<file path="src/rtl/video_pkg.sv">
// rtl/video_pkg.sv - shared video constants and helpers for the edge/bbox stage
package video_pkg;

  localparam int DEFAULT_CNT_W = 11;

  localparam logic [7:0] Y_WHITE   = 8'hEB;
  localparam logic [7:0] Y_BLACK   = 8'h10;
  localparam logic [7:0] C_NEUTRAL = 8'h80;

  localparam logic [23:0] DEFAULT_BOX_COLOR = {Y_WHITE, C_NEUTRAL, C_NEUTRAL};

  // 8-bit result so that -64 maps to +64 without wrapping
  function automatic logic [7:0] abs7(input logic [6:0] s);
    logic [7:0] ext;
    ext = {s[6], s};
    return s[6] ? (8'd0 - ext) : ext;
  endfunction

endpackage

</file>
<file path="src/rtl/edge_bbox_acc.sv">
// rtl/edge_bbox_acc.sv - per-frame edge bbox/count accumulators and frame-end latch
module edge_bbox_acc
  import video_pkg::*;
#(
  parameter int CNT_W = DEFAULT_CNT_W
) (
  input  logic               clk,
  input  logic               rst,
  input  logic               is_edge,
  input  logic [CNT_W-1:0]   x,
  input  logic [CNT_W-1:0]   y,
  input  logic               frame_end,
  output logic [CNT_W-1:0]   x_min,
  output logic [CNT_W-1:0]   x_max,
  output logic [CNT_W-1:0]   y_min,
  output logic [CNT_W-1:0]   y_max,
  output logic [2*CNT_W-1:0] edge_count,
  output logic               bbox_valid
);

  logic [CNT_W-1:0]   acc_x_min, acc_x_max, acc_y_min, acc_y_max;
  logic [2*CNT_W-1:0] acc_count;
  logic               have_edges;

  assign have_edges = (acc_count != '0);

  always_ff @(posedge clk) begin
    if (rst) begin
      acc_x_min  <= '1;
      acc_x_max  <= '0;
      acc_y_min  <= '1;
      acc_y_max  <= '0;
      acc_count  <= '0;
      x_min      <= '0;
      x_max      <= '0;
      y_min      <= '0;
      y_max      <= '0;
      edge_count <= '0;
      bbox_valid <= 1'b0;
    end else if (frame_end) begin
      bbox_valid <= have_edges;
      edge_count <= acc_count;
      x_min      <= have_edges ? acc_x_min : '0;
      x_max      <= have_edges ? acc_x_max : '0;
      y_min      <= have_edges ? acc_y_min : '0;
      y_max      <= have_edges ? acc_y_max : '0;
      // An edge on the frame-end cycle seeds the fresh frame
      if (is_edge) begin
        acc_x_min <= x;
        acc_x_max <= x;
        acc_y_min <= y;
        acc_y_max <= y;
        acc_count <= {{(2*CNT_W-1){1'b0}}, 1'b1};
      end else begin
        acc_x_min <= '1;
        acc_x_max <= '0;
        acc_y_min <= '1;
        acc_y_max <= '0;
        acc_count <= '0;
      end
    end else if (is_edge) begin
      if (x < acc_x_min) acc_x_min <= x;
      if (x > acc_x_max) acc_x_max <= x;
      if (y < acc_y_min) acc_y_min <= y;
      if (y > acc_y_max) acc_y_max <= y;
      if (acc_count != '1) acc_count <= acc_count + 1'b1;
    end
  end

endmodule

</file>
<file path="src/rtl/edge_bbox_overlay.sv">
// rtl/edge_bbox_overlay.sv - gradient threshold to edge map with previous-frame bbox overlay
module edge_bbox_overlay
  import video_pkg::*;
#(
  parameter int          CNT_W     = DEFAULT_CNT_W,
  parameter logic [7:0]  EDGE_Y    = Y_WHITE,
  parameter logic [7:0]  BG_Y      = Y_BLACK,
  parameter logic [23:0] BOX_COLOR = DEFAULT_BOX_COLOR
) (
  input  logic               clk,
  input  logic               rst,
  input  logic [23:0]        pixel_in,
  input  logic               de_in,
  input  logic               h_sync_in,
  input  logic               v_sync_in,
  input  logic [6:0]         thr,
  output logic               de_out,
  output logic               h_sync_out,
  output logic               v_sync_out,
  output logic [23:0]        pixel_out,
  output logic [CNT_W-1:0]   x_min,
  output logic [CNT_W-1:0]   x_max,
  output logic [CNT_W-1:0]   y_min,
  output logic [CNT_W-1:0]   y_max,
  output logic [2*CNT_W-1:0] edge_count,
  output logic               bbox_valid
);

  logic [CNT_W-1:0] x_cnt, y_cnt, y_cur;
  logic             de_prev, vs_prev;
  logic             frame_end, is_edge, on_box;
  logic [7:0]       mag;

  assign frame_end = v_sync_in && !vs_prev;
  // The frame-end pixel already belongs to the new frame, so its row is 0
  assign y_cur     = frame_end ? '0 : y_cnt;
  assign mag       = abs7(pixel_in[22:16]);
  assign is_edge   = de_in && (mag >= {1'b0, thr});

  assign on_box = bbox_valid &&
                  (((x_cnt == x_min || x_cnt == x_max) && y_cur >= y_min && y_cur <= y_max) ||
                   ((y_cur == y_min || y_cur == y_max) && x_cnt >= x_min && x_cnt <= x_max));

  always_ff @(posedge clk) begin
    if (rst) begin
      x_cnt      <= '0;
      y_cnt      <= '0;
      de_prev    <= 1'b0;
      vs_prev    <= 1'b0;
      de_out     <= 1'b0;
      h_sync_out <= 1'b0;
      v_sync_out <= 1'b0;
      pixel_out  <= '0;
    end else begin
      de_prev    <= de_in;
      vs_prev    <= v_sync_in;
      de_out     <= de_in;
      h_sync_out <= h_sync_in;
      v_sync_out <= v_sync_in;

      if (!de_in)             x_cnt <= '0;
      else if (x_cnt != '1)   x_cnt <= x_cnt + 1'b1;

      if (frame_end)                          y_cnt <= '0;
      else if (de_prev && !de_in && y_cnt != '1) y_cnt <= y_cnt + 1'b1;

      if (!de_in)      pixel_out <= '0;
      else if (on_box) pixel_out <= BOX_COLOR;
      else             pixel_out <= {is_edge ? EDGE_Y : BG_Y, C_NEUTRAL, C_NEUTRAL};
    end
  end

  edge_bbox_acc #(.CNT_W(CNT_W)) u_acc (
    .clk        (clk),
    .rst        (rst),
    .is_edge    (is_edge),
    .x          (x_cnt),
    .y          (y_cur),
    .frame_end  (frame_end),
    .x_min      (x_min),
    .x_max      (x_max),
    .y_min      (y_min),
    .y_max      (y_max),
    .edge_count (edge_count),
    .bbox_valid (bbox_valid)
  );

endmodule

</file>
<file path="config.mk">
export PLATFORM = sky130hd
export DESIGN_NAME = edge_bbox_overlay
export DESIGN_NICKNAME = d
export VERILOG_FILES = /design/src/rtl/video_pkg.sv /design/src/rtl/edge_bbox_acc.sv /design/src/rtl/edge_bbox_overlay.sv
export SDC_FILE = /design/constraint.sdc
export NUM_CORES = 1
export LEC_CHECK = 0
export CORE_UTILIZATION = 59
export CTS_CLUSTER_SIZE = 12
export DETAILED_ROUTE_END_ITERATION = 8
export GPL_TIMING_DRIVEN = 1
export HOLD_SLACK_MARGIN = 0.12
export MAX_ROUTING_LAYER = met4
export PLACE_DENSITY_LB_ADDON = 0.08
export SLEW_MARGIN = 20
export SYNTH_ARGS = -nofsm -noshare
export SYNTH_HDL_FRONTEND = slang
export SYNTH_HIERARCHICAL = 1
export SYNTH_SLANG_ARGS = --single-unit
</file>
<file path="constraint.sdc">
create_clock -name clk -period 7.25 [get_ports clk]
set_input_delay 1.8125 -clock clk [delete_from_list [all_inputs] [get_ports clk]]
set_output_delay 1.8125 -clock clk [all_outputs]
set_load 0.1 [all_outputs]
</file>
==> summary.txt <==
Drt
  • DR vias: 7,052
  • Drt first pass iters: 5
  • Routed Antenna Nets: 0
  • Routed wire length: just under 20,000 um
  • Avg WL per Cell: 15.7 um
  • DR DRC count: 0
  • Vias/cell: roughly 5.7
  • First-iteration detailed-routing DRC count: between 300 and 400

Synthesis
  • Syn Inst Count: 960
  • Asr flop ratio synth: 0%
  • #FFs+latches synth: about 160
  • Mapped Area: about 8700 sq um
  • Number of synthesized flops with an enable pin: 0
  • Post-synth top flop: dfxtp_1
  • Yosys cell types: between 60 and 70
  • Synth warn: 6
  • Part of the Yosys area used for sequential elements: 36.9%
  • Avg Inst Size Synth: ~9.1 sq um

Power
  • Switching pwr: roughly 0.53 mW
  • Cell-internal power: ~1.5 mW
  • Flop pwr share: approximately 45%
  • P per Cell Area: approximately 200 nW/um^2
  • Combinational fraction of design power: 11.6%
  • VDD IR-drop max: between 0.00015 and 0.0002 V
  • Overall Power: ~2.0 mW
  • Clk pwr share: between 40% and 50%
  • P_leak: approximately 4.5 nW
  • Sw Ratio: roughly 26%

Layout
  • Area growth syn-to-layout: 17.9%
  • Share of layout cells above drive strength 1: 5.51%
  • Antenna Diode Count: 0
  • Most common cell after layout, fill and taps aside: dfxtp_1
  • Filler Cell Count: ~1,200
  • Layout net count: between 1,000 and 1,500
  • Final Non-Filler Cells: between 1,000 and 1,500
  • Most frequent cells in the layout: 161 x dfxtp_1, 124 x nor2_1, 98 x inv_1

Run
  • Max cap viols: 0

Critical path
  • Reg2Reg Setup Slack: between 4000 and 5000 ps
  • CP Capture Type: flop
  • Critical path data required time: between 7000 and 8000 ps
  • Arrival @ worst endpoint: ~5600 ps
  • Max FO, Critical Path: 23
  • Setup crit start kind: input port
  • Crit Path Class: in2reg

Clock network
  • Clk_lat worst skew: 420 ps
  • Post-CTS Setup Bufs: 0
  • CTS sink count: around 160
  • Hold buffers post-CTS: 0
  • CTS clk-pin slew, worst paths: 60 ps
  • Clk buf depth: 2
  • CTS tree: built
  • Post_cts resized: 0
  • Num CTS Buffers: 17
  • H-tree depth: 4
  • Root buffer cell: clkbuf_16

Floorplan
  • Ports: 130
  • Std cell rows: 44
  • Die area: between 15,000 and 20,000 sq um
  • Core area: approximately 14,000 sq um
  • Width of the die: 124 um
  • Die height: 124 um
  • Initial core utilization: 60.4%

STA
  • RSZ-0062 raised after global routing: false
  • Fmax: approximately 190 MHz
  • Final hold vios: 0
  • Crit share post-route: 71.7%
  • Worst-Margin Slew: between 1000 and 1500 ps
  • Final setup fails: 0
  • TNS Setup: 0 ps
  • Fin crit period: ~5200 ps
  • Final slew viol count: 0
  • Max transition margin: 31.8%
  • Final Skew: 5.94 ps
  • Final hold slack: 496 ps

Global route
  • Vias in the first global route: ~6,700
  • Grt ovf: 0
  • Antenna violations before repair: 0
  • Gr usage total: 27.7%
  • Largest net degree at the start of global routing: 54
  • First-pass GRT wire length: approximately 32,000 um

Outcome
  • Status: finished clean

Hold path
  • Hold crit path type: reg2reg

Placement
  • Dpl hpwl: approximately 14,000 um
  • Routability cong.: between 0.8 and 0.9
  • Port buffer count: 97
  • Placed cells: between 1,000 and 1,500
cells in the mapped netlist, drive strengths merged (3+ instances only):
library cell / n / area share (%)
dfxtp: 161 / 37
nor2: 125 / 5.4
inv: 101 / 4.3
ha: 94 / 13
a22o: 66 / 6.6
mux2i: 46 / 5.3
buf: 36 / 3.0
a21oi: 32 / 1.8
nand2: 30 / 1.3
nand4: 28 / 2.2
o21ai: 24 / 1.4
xor2: 24 / 2.4
clkbuf: 20 / 0.87
and3: 15 / 1.1
xnor2: 15 / 1.5
and2: 13 / 0.93
nand3: 13 / 0.74
nand2b: 12 / 0.94
and4: 9 / 0.96
nor2b: 9 / 0.64
nor3: 9 / 0.63
a31oi: 8 / 0.57
a21o: 7 / 0.60
a211oi: 6 / 0.57
o211ai: 6 / 0.52
or3: 6 / 0.49
o2111ai: 5 / 0.64
nand3b: 4 / 0.34
nor4: 4 / 0.36
o31ai: 4 / 0.40
a41oi: 3 / 0.52
o31a: 3 / 0.30
critical path, cell delays in order:
cell	delay, ps
clkdlybuf4s50_1	420
or3_1	400
o31ai_1	250
xnor2_1	100
ha_1	300
o2111ai_1	110
o21ai_1	130
a21oi_1	120
nor2b_1	480
buf_4	270
nand2b_1	60
buf_4	230
nor2_1	630
a22o_1	250
final cells by class:
class | count | area (sq um) | share of cell area (%)
multi-input cells | 656 | 4870 | 47.2
flip-flops and latches | 161 | 3220 | 31.3
repair buffers | 103 | 1020 | 9.92
inverters | 101 | 379 | 3.68
clock buffers | 22 | 454 | 4.40
well taps | 184 | 230 | 2.23
clock inverters | 10 | 135 | 1.31
layer usage:
layer | wire length (um) | vias to the layer above | GRT usage, %
li1 | - | 3501 | -
met1 | 9310 | 3364 | 35.2
met2 | 8970 | 160 | 43.8
met3 | 754 | 27 | 4.81
met4 | 366 | 0 | 10.5
met5 | 0 | - | -
metrics by stage:
stage | instance area [sq um] | worst slack (ps) | util [%]
after floorplan | 8800 | 2780 | -
after global placement | 9700 | 1660 | 67.0
after detailed placement | 9720 | 1620 | 67.2
after CTS | 10300 | 2060 | 71.2
after global routing | 10300 | 1810 | 71.2
final | 10300 | 2050 | 71.2
power groups by stage:
stage               Combinational, mW  Clock [mW]  Sequential, mW
floorplan                       0.156           0           0.963
global placement                0.232           0           0.928
detailed placement              0.236           0           0.928
CTS                             0.238       0.910           0.909
global route                    0.255       0.953           0.910
finish                          0.237       0.897           0.909
final timing paths:
path,start,endpoint,depth (start not counted)
setup reg to reg,vs_prev$_SDFF_PP0_,u_acc/acc_y_max[6]$_SDFFE_PP0P_,10
hold / removal,u_acc/acc_x_min[0]$_SDFFE_PP1P_,u_acc/x_min[0]$_SDFFE_PP0P_,1
hold reg to reg,u_acc/acc_x_min[0]$_SDFFE_PP1P_,u_acc/x_min[0]$_SDFFE_PP0P_,1
setup / recovery,pixel_in[16],u_acc/acc_y_max[6]$_SDFFE_PP0P_,14
kinds of logic after synthesis:
| group | Yosys count | synth area share [%] |
|---|---|---|
| compound gates | 180 | 15.8 |
| xor+xnor | 39 | 3.91 |
| fa+ha+maj | 95 | 13.6 |
| buf+inv | 157 | 8.23 |
| flops | 161 | 36.9 |
| mux | 46 | 5.27 |
| other cells | 1 | 0.0429 |
| simple gates | 281 | 16.3 |
flip-flops by register name, indices dropped and copies added, names as in the netlist, 3 cells and up:
name,cells
u_acc/acc_y_min,11
y_cnt,11
u_acc/x_max,11
u_acc/acc_count,22
u_acc/y_min,11
u_acc/acc_y_max,11
u_acc/edge_count,22
u_acc/y_max,11
u_acc/x_min,11
u_acc/acc_x_min,11
pixel_out,3
x_cnt,11
u_acc/acc_x_max,11
No activity file was read; power rests on OpenSTA's default activity.
